File: config.mk
export PLATFORM = sky130hd
export DESIGN_NAME = eth_tx_scheduler
export DESIGN_NICKNAME = d
export VERILOG_FILES = /design/src/rtl/eth_tx_pkg.sv /design/src/rtl/tx_down_counter.sv /design/src/rtl/eth_tx_scheduler.sv
export SDC_FILE = /design/constraint.sdc
export NUM_CORES = 1
export LEC_CHECK = 0
export CORE_UTILIZATION = 35
export DETAILED_ROUTE_END_ITERATION = 12
export PLACE_DENSITY = 0.57
export SYNTH_ARGS = -nofsm -noshare
export SYNTH_HDL_FRONTEND = slang
export SYNTH_HIERARCHICAL = 1
export SYNTH_SLANG_ARGS = --single-unit
File: constraint.sdc
create_clock -name clk -period 5.56 [get_ports clk]
set_clock_uncertainty 0.2 [all_clocks]
set_input_delay 1.112 -clock clk [delete_from_list [all_inputs] [get_ports clk]]
set_output_delay 1.112 -clock clk [all_outputs]
set_load 0.1 [all_outputs]
File: src/rtl/eth_tx_pkg.sv
// Shared types and default constants for the Ethernet transmit packet scheduler.
// The optional serializer watchdog is enabled by defining TX_WATCHDOG_EN.
package eth_tx_pkg;

    typedef enum logic [2:0] {
        ST_IDLE      = 3'd0,
        ST_ARB       = 3'd1,
        ST_ISSUE     = 3'd2,
        ST_WAIT_DONE = 3'd3,
        ST_GAP       = 3'd4
    } tx_state_e;

    typedef enum logic {
        PKT_VIDEO = 1'b0,
        PKT_AUDIO = 1'b1
    } pkt_kind_e;

    localparam int DEF_PIXELS_PER_PKT      = 320;
    localparam int DEF_FRAME_PIXELS        = 76800;
    localparam int DEF_AUDIO_BYTES_PER_PKT = 64;
    localparam int DEF_AUDIO_THRESH        = 64;
    localparam int DEF_IFG_CYCLES          = 48;
    localparam int DEF_WDOG_CYCLES         = 4096;

    localparam int ADDR_W  = 17;
    localparam int LEN_W   = 10;
    localparam int LINE_W  = 8;
    localparam int LEVEL_W = 10;

endpackage

File: src/rtl/tx_down_counter.sv
// Loadable down-counter with a zero flag; shared by the inter-frame gap and
// the watchdog, which are never active at the same time.
module tx_down_counter #(
    parameter int W = 16
) (
    input  logic         clk,
    input  logic         rst,
    input  logic         load,
    input  logic [W-1:0] load_val,
    input  logic         dec,
    output logic         zero
);

    logic [W-1:0] count_q;
    logic [W-1:0] count_d;

    always_comb begin
        count_d = count_q;
        if (load) begin
            count_d = load_val;
        end else if (dec && (count_q != '0)) begin
            count_d = count_q - 1'b1;
        end
    end

    always_ff @(posedge clk) begin
        if (rst) begin
            count_q <= '0;
        end else begin
            count_q <= count_d;
        end
    end

    assign zero = (count_q == '0);

endmodule

File: src/rtl/eth_tx_scheduler.sv
// Chooses video or audio packets for the dibit serializer, tracks the video
// read pointer through the frame and enforces the inter-frame gap.
// Define TX_WATCHDOG_EN to abort a serializer that never reports tx_done.
module eth_tx_scheduler
    import eth_tx_pkg::*;
#(
    parameter int PIXELS_PER_PKT      = DEF_PIXELS_PER_PKT,
    parameter int FRAME_PIXELS        = DEF_FRAME_PIXELS,
    parameter int AUDIO_BYTES_PER_PKT = DEF_AUDIO_BYTES_PER_PKT,
    parameter int AUDIO_THRESH        = DEF_AUDIO_THRESH,
    parameter int IFG_CYCLES          = DEF_IFG_CYCLES,
    parameter int WDOG_CYCLES         = DEF_WDOG_CYCLES
) (
    input  logic               clk,
    input  logic               rst,
    input  logic               enable,
    input  logic [LEVEL_W-1:0] audio_level,
    output logic               tx_start,
    input  logic               tx_ack,
    output logic               tx_kind,
    output logic [ADDR_W-1:0]  tx_addr,
    output logic [LEN_W-1:0]   tx_len,
    input  logic               tx_done,
    output logic               tx_abort,
    output logic               frame_start,
    output logic [LINE_W-1:0]  line_idx,
    output logic               wdog_err,
    output logic               busy,
    output tx_state_e          dbg_state
);

    // Counter is sized for whichever phase needs the longer count.
    localparam int CNT_W = $clog2(((WDOG_CYCLES > IFG_CYCLES) ? WDOG_CYCLES : IFG_CYCLES) + 1);

    localparam logic [ADDR_W-1:0]  PIX_L      = ADDR_W'(PIXELS_PER_PKT);
    localparam logic [ADDR_W-1:0]  FRAME_L    = ADDR_W'(FRAME_PIXELS);
    localparam logic [LEN_W-1:0]   VID_LEN_L  = LEN_W'(PIXELS_PER_PKT);
    localparam logic [LEN_W-1:0]   AUD_LEN_L  = LEN_W'(AUDIO_BYTES_PER_PKT);
    localparam logic [LEVEL_W-1:0] THRESH_L   = LEVEL_W'(AUDIO_THRESH);
    localparam logic [CNT_W-1:0]   IFG_LOAD_L = CNT_W'(IFG_CYCLES - 1);

    // Handshake: a command is offered while tx_start is high and all command
    // fields stay constant; it is consumed in the first cycle that tx_ack is
    // high, after which tx_start drops and is not re-raised for that packet.

    tx_state_e          state_q, state_d;
    logic               tx_start_q, tx_start_d;
    pkt_kind_e          kind_q, kind_d;
    logic [ADDR_W-1:0]  tx_addr_q, tx_addr_d;
    logic [LEN_W-1:0]   tx_len_q, tx_len_d;
    logic               frame_start_q, frame_start_d;
    logic [ADDR_W-1:0]  ptr_q, ptr_d;
    logic [LINE_W-1:0]  line_q, line_d;
    logic               last_audio_q, last_audio_d;
    logic               busy_q, busy_d;

    logic               cnt_load;
    logic [CNT_W-1:0]   cnt_load_val;
    logic               cnt_dec;
    logic               cnt_zero;
    logic [ADDR_W-1:0]  ptr_next;

`ifdef TX_WATCHDOG_EN
    localparam logic [CNT_W-1:0] WDOG_LOAD_L = CNT_W'(WDOG_CYCLES - 2);
    logic tx_abort_q, tx_abort_d;
    logic wdog_err_q, wdog_err_d;
`endif

    assign ptr_next = ptr_q + PIX_L;

    always_comb begin
        state_d       = state_q;
        tx_start_d    = tx_start_q;
        kind_d        = kind_q;
        tx_addr_d     = tx_addr_q;
        tx_len_d      = tx_len_q;
        frame_start_d = 1'b0;
        ptr_d         = ptr_q;
        line_d        = line_q;
        last_audio_d  = last_audio_q;
        cnt_load      = 1'b0;
        cnt_load_val  = '0;
        cnt_dec       = 1'b0;
`ifdef TX_WATCHDOG_EN
        tx_abort_d    = 1'b0;
        wdog_err_d    = wdog_err_q;
`endif

        case (state_q)
            ST_IDLE: begin
                if (enable) begin
                    state_d = ST_ARB;
                end
            end

            ST_ARB: begin
                // Video is always pending; audio only alternates with it.
                if ((audio_level >= THRESH_L) && !last_audio_q) begin
                    kind_d       = PKT_AUDIO;
                    tx_addr_d    = '0;
                    tx_len_d     = AUD_LEN_L;
                    last_audio_d = 1'b1;
                end else begin
                    kind_d       = PKT_VIDEO;
                    tx_addr_d    = ptr_q;
                    tx_len_d     = VID_LEN_L;
                    last_audio_d = 1'b0;
                end
                tx_start_d = 1'b1;
                state_d    = ST_ISSUE;
            end

            ST_ISSUE: begin
                if (tx_ack) begin
                    tx_start_d = 1'b0;
                    state_d    = ST_WAIT_DONE;
                    if (kind_q == PKT_VIDEO) begin
                        frame_start_d = (tx_addr_q == '0);
                        if (ptr_next == FRAME_L) begin
                            ptr_d  = '0;
                            line_d = '0;
                        end else begin
                            ptr_d  = ptr_next;
                            line_d = line_q + 1'b1;
                        end
                    end
`ifdef TX_WATCHDOG_EN
                    cnt_load     = 1'b1;
                    cnt_load_val = WDOG_LOAD_L;
`endif
                end
            end

            ST_WAIT_DONE: begin
`ifdef TX_WATCHDOG_EN
                // The abort pulse itself plays the role of tx_done one cycle later.
                if (tx_done || tx_abort_q) begin
                    state_d      = ST_GAP;
                    cnt_load     = 1'b1;
                    cnt_load_val = IFG_LOAD_L;
                end else if (cnt_zero) begin
                    tx_abort_d = 1'b1;
                    wdog_err_d = 1'b1;
                end else begin
                    cnt_dec = 1'b1;
                end
`else
                if (tx_done) begin
                    state_d      = ST_GAP;
                    cnt_load     = 1'b1;
                    cnt_load_val = IFG_LOAD_L;
                end
`endif
            end

            ST_GAP: begin
                if (cnt_zero) begin
                    state_d = enable ? ST_ARB : ST_IDLE;
                end else begin
                    cnt_dec = 1'b1;
                end
            end

            default: begin
                state_d    = ST_IDLE;
                tx_start_d = 1'b0;
            end
        endcase

        busy_d = (state_d != ST_IDLE);
    end

    always_ff @(posedge clk) begin
        if (rst) begin
            state_q       <= ST_IDLE;
            tx_start_q    <= 1'b0;
            kind_q        <= PKT_VIDEO;
            tx_addr_q     <= '0;
            tx_len_q      <= '0;
            frame_start_q <= 1'b0;
            ptr_q         <= '0;
            line_q        <= '0;
            last_audio_q  <= 1'b0;
            busy_q        <= 1'b0;
        end else begin
            state_q       <= state_d;
            tx_start_q    <= tx_start_d;
            kind_q        <= kind_d;
            tx_addr_q     <= tx_addr_d;
            tx_len_q      <= tx_len_d;
            frame_start_q <= frame_start_d;
            ptr_q         <= ptr_d;
            line_q        <= line_d;
            last_audio_q  <= last_audio_d;
            busy_q        <= busy_d;
        end
    end

`ifdef TX_WATCHDOG_EN
    always_ff @(posedge clk) begin
        if (rst) begin
            tx_abort_q <= 1'b0;
            wdog_err_q <= 1'b0;
        end else begin
            tx_abort_q <= tx_abort_d;
            wdog_err_q <= wdog_err_d;
        end
    end

    assign tx_abort = tx_abort_q;
    assign wdog_err = wdog_err_q;
`else
    assign tx_abort = 1'b0;
    assign wdog_err = 1'b0;
`endif

    tx_down_counter #(
        .W(CNT_W)
    ) u_cnt (
        .clk      (clk),
        .rst      (rst),
        .load     (cnt_load),
        .load_val (cnt_load_val),
        .dec      (cnt_dec),
        .zero     (cnt_zero)
    );

    assign tx_start    = tx_start_q;
    assign tx_kind     = kind_q;
    assign tx_addr     = tx_addr_q;
    assign tx_len      = tx_len_q;
    assign frame_start = frame_start_q;
    assign line_idx    = line_q;
    assign busy        = busy_q;
    assign dbg_state   = state_q;

endmodule

==> results.txt, run 1 <==
----------------------------------------------------
[Outcome]
  Outcome ... complete, no violations

[Drt]
  DRT Wirelength ... 6.19 mm
  Drt initial violations ... 85
  Number of search-and-repair iterations in the first detailed-routing pass ... 4
  Post-detailed-route via-to-cell ratio ... 5.13
  Routed length per instance ... 13.3 um
  Antenna-violating nets left ... 0
  Total DRC errors in the routed layout ... 0
  Count of vias placed by the detailed router ... 2387

[Global route]
  Largest net degree at the start of global routing ... 55
  Number of global-route vias before repair ... 2218
  Global-route wire length before repair ... 10.6 mm
  Total track usage ... 0.154
  GR Overflow Total ... 0
  Antenna violations before repair ... 0

[Logic synthesis]
  Adder and majority cell fraction of the synthesized area ... 0.0226
  Multiplexer area fraction after synthesis ... 0.00722
  Number of cells produced by synthesis ... 326
  Post-synth cell types ... 64
  Main combinational cell family by area after synthesis ... simple AND/OR/NAND/NOR gates
  Share of the yosys chip area belonging to registers ... 0.383
  Share of the synthesized area in compound gates (AO/OA/AOI/OAI) ... 0.172
  YS warnings ... 6
  Yosys top cell by area ... dfxtp_1
  Syn avg cell area ... 8.51 um2
  Top area cells in the synthesized netlist ... dfxtp_1, nor2_1, xnor2_1
  Portion of synthesized cell area occupied by the leading cell type ... 0.383
  Async S/R FF share, synth ... 0
  Most used flip-flop cell after synthesis ... dfxtp_1
  XOR/XNOR Fraction of Synth Area ... 0.0663
  Post-synthesis instance area ... 2770 um2
  Basic-gate share of the synthesized area counting and, or, nand and nor cells ... 0.269
  Number of register bits inferred by synthesis ... 53
  Count of flip-flops with a built-in enable after synthesis ... 0

[Die]
  Die footprint ... 8280 um2
  Initial cell density of the core ... 0.361
  Horiz. Die Dim ... 91.0 um
  Area of the core region ... 7690 um2
  Floorplan row count ... 32
  IO Count ... 59
  Vertical die dimension ... 91.0 um

[Critical path]
  Critical path data arrival time ... 3.56 ns
  Critical path class ... reg2reg
  Critical path capture point type ... register
  Kind of start point of the critical path ... register
  Worst Path Required ... 5.55 ns
  Maximum fanout encountered on the critical timing path ... 9

[Timing]
  Number of max-slew violations in the final report ... 0
  Total setup violations reported at the end of the flow ... 0
  Upper clock frequency limit ... 0.280 GHz
  Final critical-path setup slack ... 1.99 ns
  Time the worst path needs with I/O delays and setup ... 3.57 ns
  Relative max-transition margin ... 0.336
  Final number of hold-violating endpoints ... 0
  Setup repair after global routing missed its margin ... false
  Ratio of final minimum period to clock period ... 0.642
  Setup TNS Final ... 0 ns
  Pin slew with the least headroom to its limit ... 0.993 ns

[CTS]
  Quantity of hold-fixing buffers added after cts ... 0
  Maximum buffer depth of the clock tree ... 2
  Deepest level of the CTS H-tree ... 2
  CTS tree ... done
  Inserted Clock Buffers ... 5
  Post-CTS resize count ... 0
  Root Buffer ... clkbuf_8
  Latest clock arrival within the worst-skew pair ... 0.30 ns
  Clk pin slew, worst setup/hold paths ... 0.10 ns
  Number of clock sinks ... 53
  Setup Fix Bufs, Post-CTS ... 0

[Power]
  Peak supply drop ... 0.000104 V
  Leak pwr ... 1.11 nW
  Power density of the placed cells ... 242 nW/um2

[Placed design]
  PortBufs ... 42
  Final RePlAce weighted congestion ... 0.770
  Post-placement worst setup slack ... 2.00 ns
  Cell area after placement ... 3200 um2
  Cell total after placement ... 457
  Detailed placer's ending HPWL ... 4.22 mm

[Final layout]
  Layout cells sized above 1 ... 0.0579
  Most frequent standard cell in the layout excluding fill and tap cells ... dfxtp_1
  Most frequent cells in the layout ... dfxtp_1, nor2_1, clkdlybuf4s50_1
  Area Overhead vs Synth ... 19.4%
  NumNets Final ... 382
  Post-route cell area ... 3310 um2
  Final antenna diode count ... 0
  Post-route non-filler standard cell count ... 465

[Flow run]
  Maximum Capacitance Violations ... 0

[Min path]
  Class of the worst hold path ... reg2reg

----------------------------------------------------
[final cells by class]
| class | count | area, um2 |
|---|---|---|
| repair buffers | 43 | 423 |
| flip-flops and latches | 53 | 1060 |
| inverters | 8 | 30.0 |
| multi-input cells | 251 | 1560 |
| fillers | 764 | 4380 |
| well taps | 102 | 128 |
| clock inverters | 2 | 38.8 |
| clock buffers | 6 | 72.6 |
[per-layer routing]
layer  GRT usage  share of wire
met2       0.249           0.46
met4      0.0384         0.0048
met1       0.211           0.51
met5           0              0
met3      0.0302          0.025
[worst paths after layout]
check / from / end / slack (ns) / cells after the start
max: u_cnt/count_q[0] / u_cnt/count_q[11] / 1.99 / 11
min: tx_len[6] / tx_len[6] / 0.29 / 2
max reg2reg: u_cnt/count_q[0] / u_cnt/count_q[11] / 1.99 / 11
min reg2reg: tx_len[6] / tx_len[6] / 0.29 / 2
[critical path, stage by stage (launching register included)]
cell       delay, ns
dfxtp_1         0.41
inv_1           0.09
ha_1            0.19
nor4b_2         0.21
nand3_1         0.18
inv_1           0.05
nand2b_1        0.17
nor3_1          0.53
inv_1           0.18
or4_1           0.55
or3b_1          0.37
a2111oi_1       0.33
[kinds of logic (layout without fill, tap and decap cells)]
| logic type | after synthesis | after routing |
|---|---|---|
| and+or+nand+nor | 138 | 138 |
| AOI/OAI and AO/OA | 67 | 67 |
| buffers and inverters | 39 | 59 |
| DFF | 53 | 53 |
| adders and majority gates | 5 | 5 |
| other | 1 | 18 |
| xor gates and xnor gates | 21 | 21 |
| muxes | 2 | 2 |
[cell usage after synthesis (all sizes together) (2+ instances only)]
cell,instances
nor4,10
xnor2,15
a22oi,12
dfxtp,53
nor2,48
or3,4
nand3,4
nand4,4
o21ai,8
clkbuf,10
ha,5
nand2,17
inv,7
a2111oi,5
a311oi,2
or4,3
mux2i,2
o211ai,3
a211oi,6
nor2b,3
a21oi,13
a31oi,4
nor3,21
and3,3
or3b,2
nor4b,3
xor2,6
nand2b,8
o31ai,3
buf,21
[sequential cells by signal, summed over array words and instances (netlist names)]
| name | flops |
|---|---|
| u_cnt/count_q | 13 |
| tx_len | 2 |
| tx_start | 1 |
| ptr_q | 11 |
| last_audio_q | 1 |
| line_idx | 8 |
| tx_addr | 12 |
| busy | 1 |
| frame_start | 1 |
| dbg_state | 3 |
[report_power, final]
group	internal [W]	switching [W]
Sequential	0.000388	0.0000109
Clock	0.000135	0.000128
Combinational	0.0000305	0.000108
[metrics by stage]
step	power, W	utilization	hold slack, ns
finish	0.000800	0.431	0.289
global route	0.000835	0.431	0.340
CTS	0.000812	0.431	0.301
detailed placement	0.000546	0.416	0.271
global placement	0.000546	0.416	0.255
floorplan	0.000524	-	0.280
Power figures use the tool's default switching activity.
==> run 2: changes to the inputs <==
clock period = 3.65 ns   (was 5.56 ns; I/O delays follow)
==> run 2 against run 1 <==
Effect of this change:
- worst setup slack lost 1.5 ns
- sequential share of layout area grew 0.13 points
- maximum frequency grew 14%
- hold slack lost 0.0032 ns
- routed wire length shrank 1.3%
- design area shrank 0.42%
- count of clock-buffer cells in the layout is the same
- global-route usage is essentially flat
- total power grew 55%
- die area is the same
- sequential power grew 52%
- non-clock buffer count grew 6
==> results.txt, run 2 (same netlist as run 1, synthesis figures left out) <==
----------------------------------------------------
[Timing]
  Ratio of final minimum period to clock period ... 0.860 (was 0.642)
  Time the worst path needs with I/O delays and setup ... 3.14 ns (was 3.57 ns)
  Final number of hold-violating endpoints ... 0 (unchanged)
  Smallest hold slack ... 0.285 ns (was 0.289 ns)
  Final critical-path setup slack ... 0.512 ns (was 1.99 ns)
  Setup TNS Final ... 0 ns (unchanged)
  Total setup violations reported at the end of the flow ... 0 (unchanged)
  Number of max-slew violations in the final report ... 0 (unchanged)
  Upper clock frequency limit ... 0.319 GHz (was 0.280 GHz)
  Relative max-transition margin ... 0.348 (was 0.336)
  Pin slew with the least headroom to its limit ... 0.975 ns (was 0.993 ns)
  Setup repair after global routing missed its margin ... false (unchanged)

[Power]
  Power density of the placed cells ... 376 nW/um2 (was 242 nW/um2)
  Peak supply drop ... 0.000176 V (was 0.000104 V)
  Leak pwr ... 1.19 nW (was 1.11 nW)

[Critical path]
  Peak per-stage delay on the critical path ... 0.53 ns (was 0.55 ns)
  Critical path cell sequence ... inv_1 -> ha_1 -> nor4b_2 -> nand3_1 -> inv_1 -> nand2b_1 -> nor3_1 -> inv_1 -> or4_1 -> or3b_1 -> a2111oi_1 (unchanged)
  Critical path class ... reg2reg (unchanged)
  Maximum fanout encountered on the critical timing path ... 9 (unchanged)
  Worst Path Required ... 3.64 ns (was 5.55 ns)
  Critical path capture point type ... register (unchanged)
  Endpoint of the most critical setup path ... u_cnt/count_q[11] (unchanged)
  Critical path data arrival time ... 3.13 ns (was 3.56 ns)
  Launch point of the worst reg-to-reg path ... u_cnt/count_q[0] (unchanged)
  Beginning of the critical path ... u_cnt/count_q[0] (unchanged)
  Length in cells of the worst reg-to-reg path ... 11 (unchanged)
  Critical-path top delay cell ... or4_1 (unchanged)
  R2R Path End ... u_cnt/count_q[11] (unchanged)
  Worst setup slack for register-to-register paths ... 0.51 ns (was 1.99 ns)
  Library cell appearing most often on the critical path ... inv_1 (unchanged)
  Kind of start point of the critical path ... register (unchanged)

[Final layout]
  Fillers ... 784 (was 764)
  Max FFs per register ... 13 (unchanged)
  Top reg by flops ... u_cnt/count_q (unchanged)
  Most frequent cells in the layout ... dfxtp_1, nor2_1, buf_4 (was dfxtp_1, nor2_1, clkdlybuf4s50_1)
  Area Overhead vs Synth ... 18.9% (was 19.4%)
  Sequential Area ... 1060 um2 (unchanged)
  Area of the multi-input gates ... 1560 um2 (unchanged)
  Final antenna diode count ... 0 (unchanged)
  Post-route non-filler standard cell count ... 471 (was 465)
  Most frequent standard cell in the layout excluding fill and tap cells ... dfxtp_1 (unchanged)
  NumNets Final ... 388 (was 382)
  Layout cells sized above 1 ... 0.149 (was 0.0579)
  Post-route cell area ... 3300 um2 (was 3310 um2)

[Drt]
  Drt initial violations ... 79 (was 85)
  Post-detailed-route via-to-cell ratio ... 5.06 (was 5.13)
  DRT Wirelength ... 6.11 mm (was 6.19 mm)
  Number of search-and-repair iterations in the first detailed-routing pass ... 5 (was 4)
  Routed length per instance ... 13.0 um (was 13.3 um)
  Total DRC errors in the routed layout ... 0 (unchanged)
  Count of vias placed by the detailed router ... 2381 (was 2387)
  Antenna-violating nets left ... 0 (unchanged)

[CTS]
  Root Buffer ... clkbuf_8 (unchanged)
  Clk pin slew, worst setup/hold paths ... 0.10 ns (about the same)
  Number of clock sinks ... 53 (unchanged)
  Maximum buffer depth of the clock tree ... 2 (unchanged)
  Setup Fix Bufs, Post-CTS ... 0 (unchanged)
  CTS tree ... done (unchanged)
  Deepest level of the CTS H-tree ... 2 (unchanged)
  Quantity of hold-fixing buffers added after cts ... 0 (unchanged)
  Latest clock arrival within the worst-skew pair ... 0.30 ns (about the same)
  Post-CTS resize count ... 0 (unchanged)
  Inserted Clock Buffers ... 5 (unchanged)

[Placed design]
  Final RePlAce weighted congestion ... 0.756 (was 0.770)
  PortBufs ... 42 (unchanged)
  Post-placement worst setup slack ... 0.542 ns (was 2.00 ns)
  Cell total after placement ... 463 (was 457)
  Detailed placer's ending HPWL ... 4.33 mm (was 4.22 mm)
  Cell area after placement ... 3180 um2 (was 3200 um2)

[Flow run]
  Maximum Capacitance Violations ... 0 (unchanged)

[Min path]
  Class of the worst hold path ... reg2reg (unchanged)

[Global route]
  Antenna violations before repair ... 0 (unchanged)
  Most congested layer reported by global routing ... met2 (unchanged)
  Number of global-route vias before repair ... 2193 (was 2218)
  Largest net degree at the start of global routing ... 37 (was 55)
  Total track usage ... 0.154 (about the same)
  GR Overflow Total ... 0 (unchanged)
  GR met1 Demand/Resource ... 0.220 (was 0.211)
  Grt met3 use ... 0.0302 (unchanged)
  Met2 usage ... 0.241 (was 0.249)
  Global-route wire length before repair ... 10.7 mm (was 10.6 mm)

[Die]
  Initial cell density of the core ... 0.361 (unchanged)
  Horiz. Die Dim ... 91.0 um (unchanged)
  Floorplan row count ... 32 (unchanged)
  Die footprint ... 8280 um2 (unchanged)
  Vertical die dimension ... 91.0 um (unchanged)
  IO Count ... 59 (unchanged)
  Area of the core region ... 7690 um2 (unchanged)

[Outcome]
  Outcome ... complete, no violations (unchanged)

----------------------------------------------------
run 2: cell types whose count changed in the layout (fill, tap and decap cells not counted), sizes merged:
cell	delta
clkinv	-1
clkinvlp	+1
clkdlybuf4s50	-27
buf	+33
run 2: cell type report:
type	instances	area share
clock inverter	2	0.0114
clock buffer	6	0.0250
inverter	8	0.00911
tap	102	0.0387
sequential	53	0.322
timing repair buffer	49	0.121
multi-input combinational	251	0.472
run 2: through the flow:
stage | power, W | utilization
2_1_floorplan | 0.000798 | -
3_3_place_gp | 0.000833 | 0.413
3_5_place_dp | 0.000833 | 0.413
4_1_cts | 0.00126 | 0.429
5_1_grt | 0.00129 | 0.429
6_report | 0.00124 | 0.429
run 2: critical path, delay by kind of cell (launching register included):
family                     cells  cell delay [ns]
DFF                            1             0.40
adders and majority gates      1             0.19
and+or+nand+nor                6             1.68
AOI/OAI and AO/OA              1             0.33
buffers and inverters          3             0.23
run 2: worst min-delay path by stage:
stage / startpoint / to / slack, ns / depth (start not counted)
2_1_floorplan: ptr_q[16] / ptr_q[16] / 0.28 / 2
3_3_place_gp: tx_len[6] / tx_len[6] / 0.26 / 2
3_5_place_dp: tx_len[6] / tx_len[6] / 0.27 / 2
4_1_cts: tx_len[6] / tx_len[6] / 0.29 / 2
5_1_grt: tx_len[6] / tx_len[6] / 0.33 / 2
6_report: tx_len[6] / tx_len[6] / 0.29 / 2
run 2: power by group:
| group | switching [W] | internal (W) | total (W) |
|---|---|---|---|
| Sequential | 0.0000169 | 0.000591 | 0.000608 |
| Clock | 0.000196 | 0.000223 | 0.000419 |
| Combinational | 0.000165 | 0.0000470 | 0.000212 |
| Total | 0.000378 | 0.000861 | 0.00124 |
run 2: routing by layer:
layer | vias up | routed length [um]
met1 | 1115 | 3230
met2 | 32 | 2680
li1 | 1232 | -
met3 | 2 | 171
met4 | 0 | 30
met5 | - | 0
==> run 3: changes to the inputs <==
PLACE_DENSITY = 0.59   (was 0.57)
clock period = 2.6 ns   (was 3.65 ns; I/O delays follow)
==> run 3 against run 2 <==
Effect of this change:
- critical path depth unchanged
- maximum frequency increased by 21%
- core utilization increased by 3.1 points
- design area increased by 7.2%
- worst setup slack got worse by 0.51 ns
- clock power increased by 19%
- sequential power increased by 40%
==> results.txt, run 3 (same netlist as run 1, synthesis figures left out) <==
----------------------------------------------------
[Flow run]
  Maximum Capacitance Violations ... 0 (unchanged)

[Timing]
  Setup TNS Final ... 0 ns (unchanged)
  Final number of hold-violating endpoints ... 0 (unchanged)
  Final critical-path setup slack ... 0.00333 ns (was 0.512 ns)
  Time the worst path needs with I/O delays and setup ... 2.60 ns (was 3.14 ns)
  Pin slew with the least headroom to its limit ... 0.618 ns (was 0.975 ns)
  Relative max-transition margin ... 0.588 (was 0.348)
  Total setup violations reported at the end of the flow ... 0 (unchanged)
  Upper clock frequency limit ... 0.385 GHz (was 0.319 GHz)
  Ratio of final minimum period to clock period ... 0.999 (was 0.860)
  Setup repair after global routing missed its margin ... true (was false)
  Number of max-slew violations in the final report ... 0 (unchanged)

[Placed design]
  PortBufs ... 42 (unchanged)
  Cell total after placement ... 487 (was 463)
  Final RePlAce weighted congestion ... 0.761 (was 0.756)
  Post-placement worst setup slack ... -0.172 ns (was 0.542 ns)
  Cell area after placement ... 3390 um2 (was 3180 um2)
  Detailed placer's ending HPWL ... 4.51 mm (was 4.33 mm)

[Global route]
  Antenna violations before repair ... 0 (unchanged)
  Largest net degree at the start of global routing ... 32 (was 37)
  Number of global-route vias before repair ... 2348 (was 2193)
  GR Overflow Total ... 0 (unchanged)
  Global-route wire length before repair ... 11.3 mm (was 10.7 mm)
  Total track usage ... 0.164 (was 0.154)

[Drt]
  Post-detailed-route via-to-cell ratio ... 5.03 (was 5.06)
  Total DRC errors in the routed layout ... 0 (unchanged)
  DRT Wirelength ... 6.37 mm (was 6.11 mm)
  Count of vias placed by the detailed router ... 2499 (was 2381)
  Number of search-and-repair iterations in the first detailed-routing pass ... 4 (was 5)
  Routed length per instance ... 12.8 um (was 13.0 um)
  Antenna-violating nets left ... 0 (unchanged)
  Drt initial violations ... 93 (was 79)

[Final layout]
  Most frequent cells in the layout ... buf_4, nor2_1, dfxtp_1 (was dfxtp_1, nor2_1, buf_4)
  Most frequent standard cell in the layout excluding fill and tap cells ... buf_4 (was dfxtp_1)
  Post-route non-filler standard cell count ... 497 (was 471)
  Top reg by flops ... u_cnt/count_q (unchanged)
  Max FFs per register ... 13 (unchanged)
  Layout cells sized above 1 ... 0.261 (was 0.149)
  Final antenna diode count ... 0 (unchanged)
  Post-route cell area ... 3540 um2 (was 3300 um2)
  Area Overhead vs Synth ... 27.5% (was 18.9%)
  NumNets Final ... 414 (was 388)

[CTS]
  CTS tree ... done (unchanged)
  Number of clock sinks ... 53 (unchanged)
  Clk pin slew, worst setup/hold paths ... 0.10 ns (about the same)
  Deepest level of the CTS H-tree ... 2 (unchanged)
  Quantity of hold-fixing buffers added after cts ... 0 (unchanged)
  Latest clock arrival within the worst-skew pair ... 0.32 ns (was 0.30 ns)
  Root Buffer ... clkbuf_8 (unchanged)
  Maximum buffer depth of the clock tree ... 2 (unchanged)
  Inserted Clock Buffers ... 5 (unchanged)

[Critical path]
  Worst setup slack for register-to-register paths ... 0.003 ns (was 0.51 ns)
  Length in cells of the worst reg-to-reg path ... 11 (unchanged)
  Worst Path Required ... 2.62 ns (was 3.64 ns)
  Critical path capture point type ... register (unchanged)
  Critical path class ... reg2reg (unchanged)
  R2R Path End ... u_cnt/count_q[11] (unchanged)
  Kind of start point of the critical path ... register (unchanged)
  Critical path data arrival time ... 2.62 ns (was 3.13 ns)
  Maximum fanout encountered on the critical timing path ... 2 (was 9)
  Launch point of the worst reg-to-reg path ... u_cnt/count_q[1] (was u_cnt/count_q[0])

[Die]
  Initial cell density of the core ... 0.361 (unchanged)
  Horiz. Die Dim ... 91.0 um (unchanged)
  Die footprint ... 8280 um2 (unchanged)
  Area of the core region ... 7690 um2 (unchanged)
  Vertical die dimension ... 91.0 um (unchanged)
  IO Count ... 59 (unchanged)
  Floorplan row count ... 32 (unchanged)

[Min path]
  Worst hold endpoint ... tx_len[6] (unchanged)
  Start point of the worst min-delay path ... tx_len[6] (unchanged)
  Instance count along the most critical hold path ... 2 (unchanged)
  Class of the worst hold path ... reg2reg (unchanged)

[Power]
  Power density of the placed cells ... 475 nW/um2 (was 376 nW/um2)
  Leak pwr ... 1.36 nW (was 1.19 nW)
  Peak supply drop ... 0.000191 V (was 0.000176 V)

[Outcome]
  Outcome ... complete, no violations (unchanged)

----------------------------------------------------
-- run 3: cell count changes in the layout (fill, tap and decap cells not counted), moves of 2 or more --
cell and change:
dfxtp_1 -5, clkinv_4 +2, inv_2 +2, a2111oi_1 +2, inv_1 -2, a2111oi_0 -4
buf_4 +33, dfxtp_2 +5, clkdlybuf4s50_1 -7
-- run 3: layout make-up --
| cell class | count | area [um2] |
|---|---|---|
| fillers | 782 | 4150 |
| clock buffers | 5 | 68.8 |
| well taps | 102 | 128 |
| multi-input cells | 251 | 1640 |
| inverters | 8 | 30.0 |
| flip-flops and latches | 53 | 1070 |
| repair buffers | 75 | 578 |
| clock inverters | 3 | 26.3 |
-- run 3: power breakdown --
| group | switching (W) | internal, W |
|---|---|---|
| Sequential | 0.0000220 | 0.000830 |
| Clock | 0.000302 | 0.000197 |
| Combinational | 0.000243 | 0.0000872 |
| Total | 0.000566 | 0.00111 |
-- run 3: timing repair --
| item | 4_1_cts | 5_1_grt |
|---|---|---|
| resized for setup | 1 | 9 |
| pin swaps | 3 | 0 |
| buffers inserted | 1 | 1 |
| endpoints found under the setup margin | 3 | 7 |
-- run 3: worst max-delay path, stage by stage (launching register included) --
cell,delay (ns)
dfxtp_2,0.35
inv_2,0.05
ha_4,0.14
nor4b_4,0.12
nand3_1,0.09
inv_1,0.05
nand2b_4,0.15
nor3_4,0.13
inv_1,0.07
or4_4,0.48
or3b_4,0.40
a2111oi_4,0.28
-- run 3: worst max path at each step --
| stage | startpoint | to | slack (ns) | cells past startpoint |
|---|---|---|---|---|
| final | u_cnt/count_q[1] | u_cnt/count_q[11] | 0.003 | 11 |
| after global routing | u_cnt/count_q[1] | u_cnt/count_q[11] | -0.13 | 11 |
| after CTS | u_cnt/count_q[1] | u_cnt/count_q[11] | -0.02 | 11 |
| after detailed placement | u_cnt/count_q[1] | u_cnt/count_q[11] | -0.17 | 11 |
| after global placement | u_cnt/count_q[1] | u_cnt/count_q[11] | -0.07 | 11 |
| after floorplan | u_cnt/count_q[0] | u_cnt/count_q[11] | -0.20 | 11 |
-- run 3: per-layer routing --
layer  share of wire  track usage
met1            0.55        0.239
met2            0.39        0.244
met3           0.045       0.0343
met4           0.012       0.0463
met5               0            0
-- run 3: per-stage QoR --
step / hold WS (ns) / power, W / utilization
after global routing: 0.320 / 0.00176 / 0.460
after floorplan: 0.280 / 0.00113 / -
after global placement: 0.253 / 0.00119 / 0.440
after CTS: 0.300 / 0.00170 / 0.454
after detailed placement: 0.278 / 0.00119 / 0.440
final: 0.300 / 0.00168 / 0.460
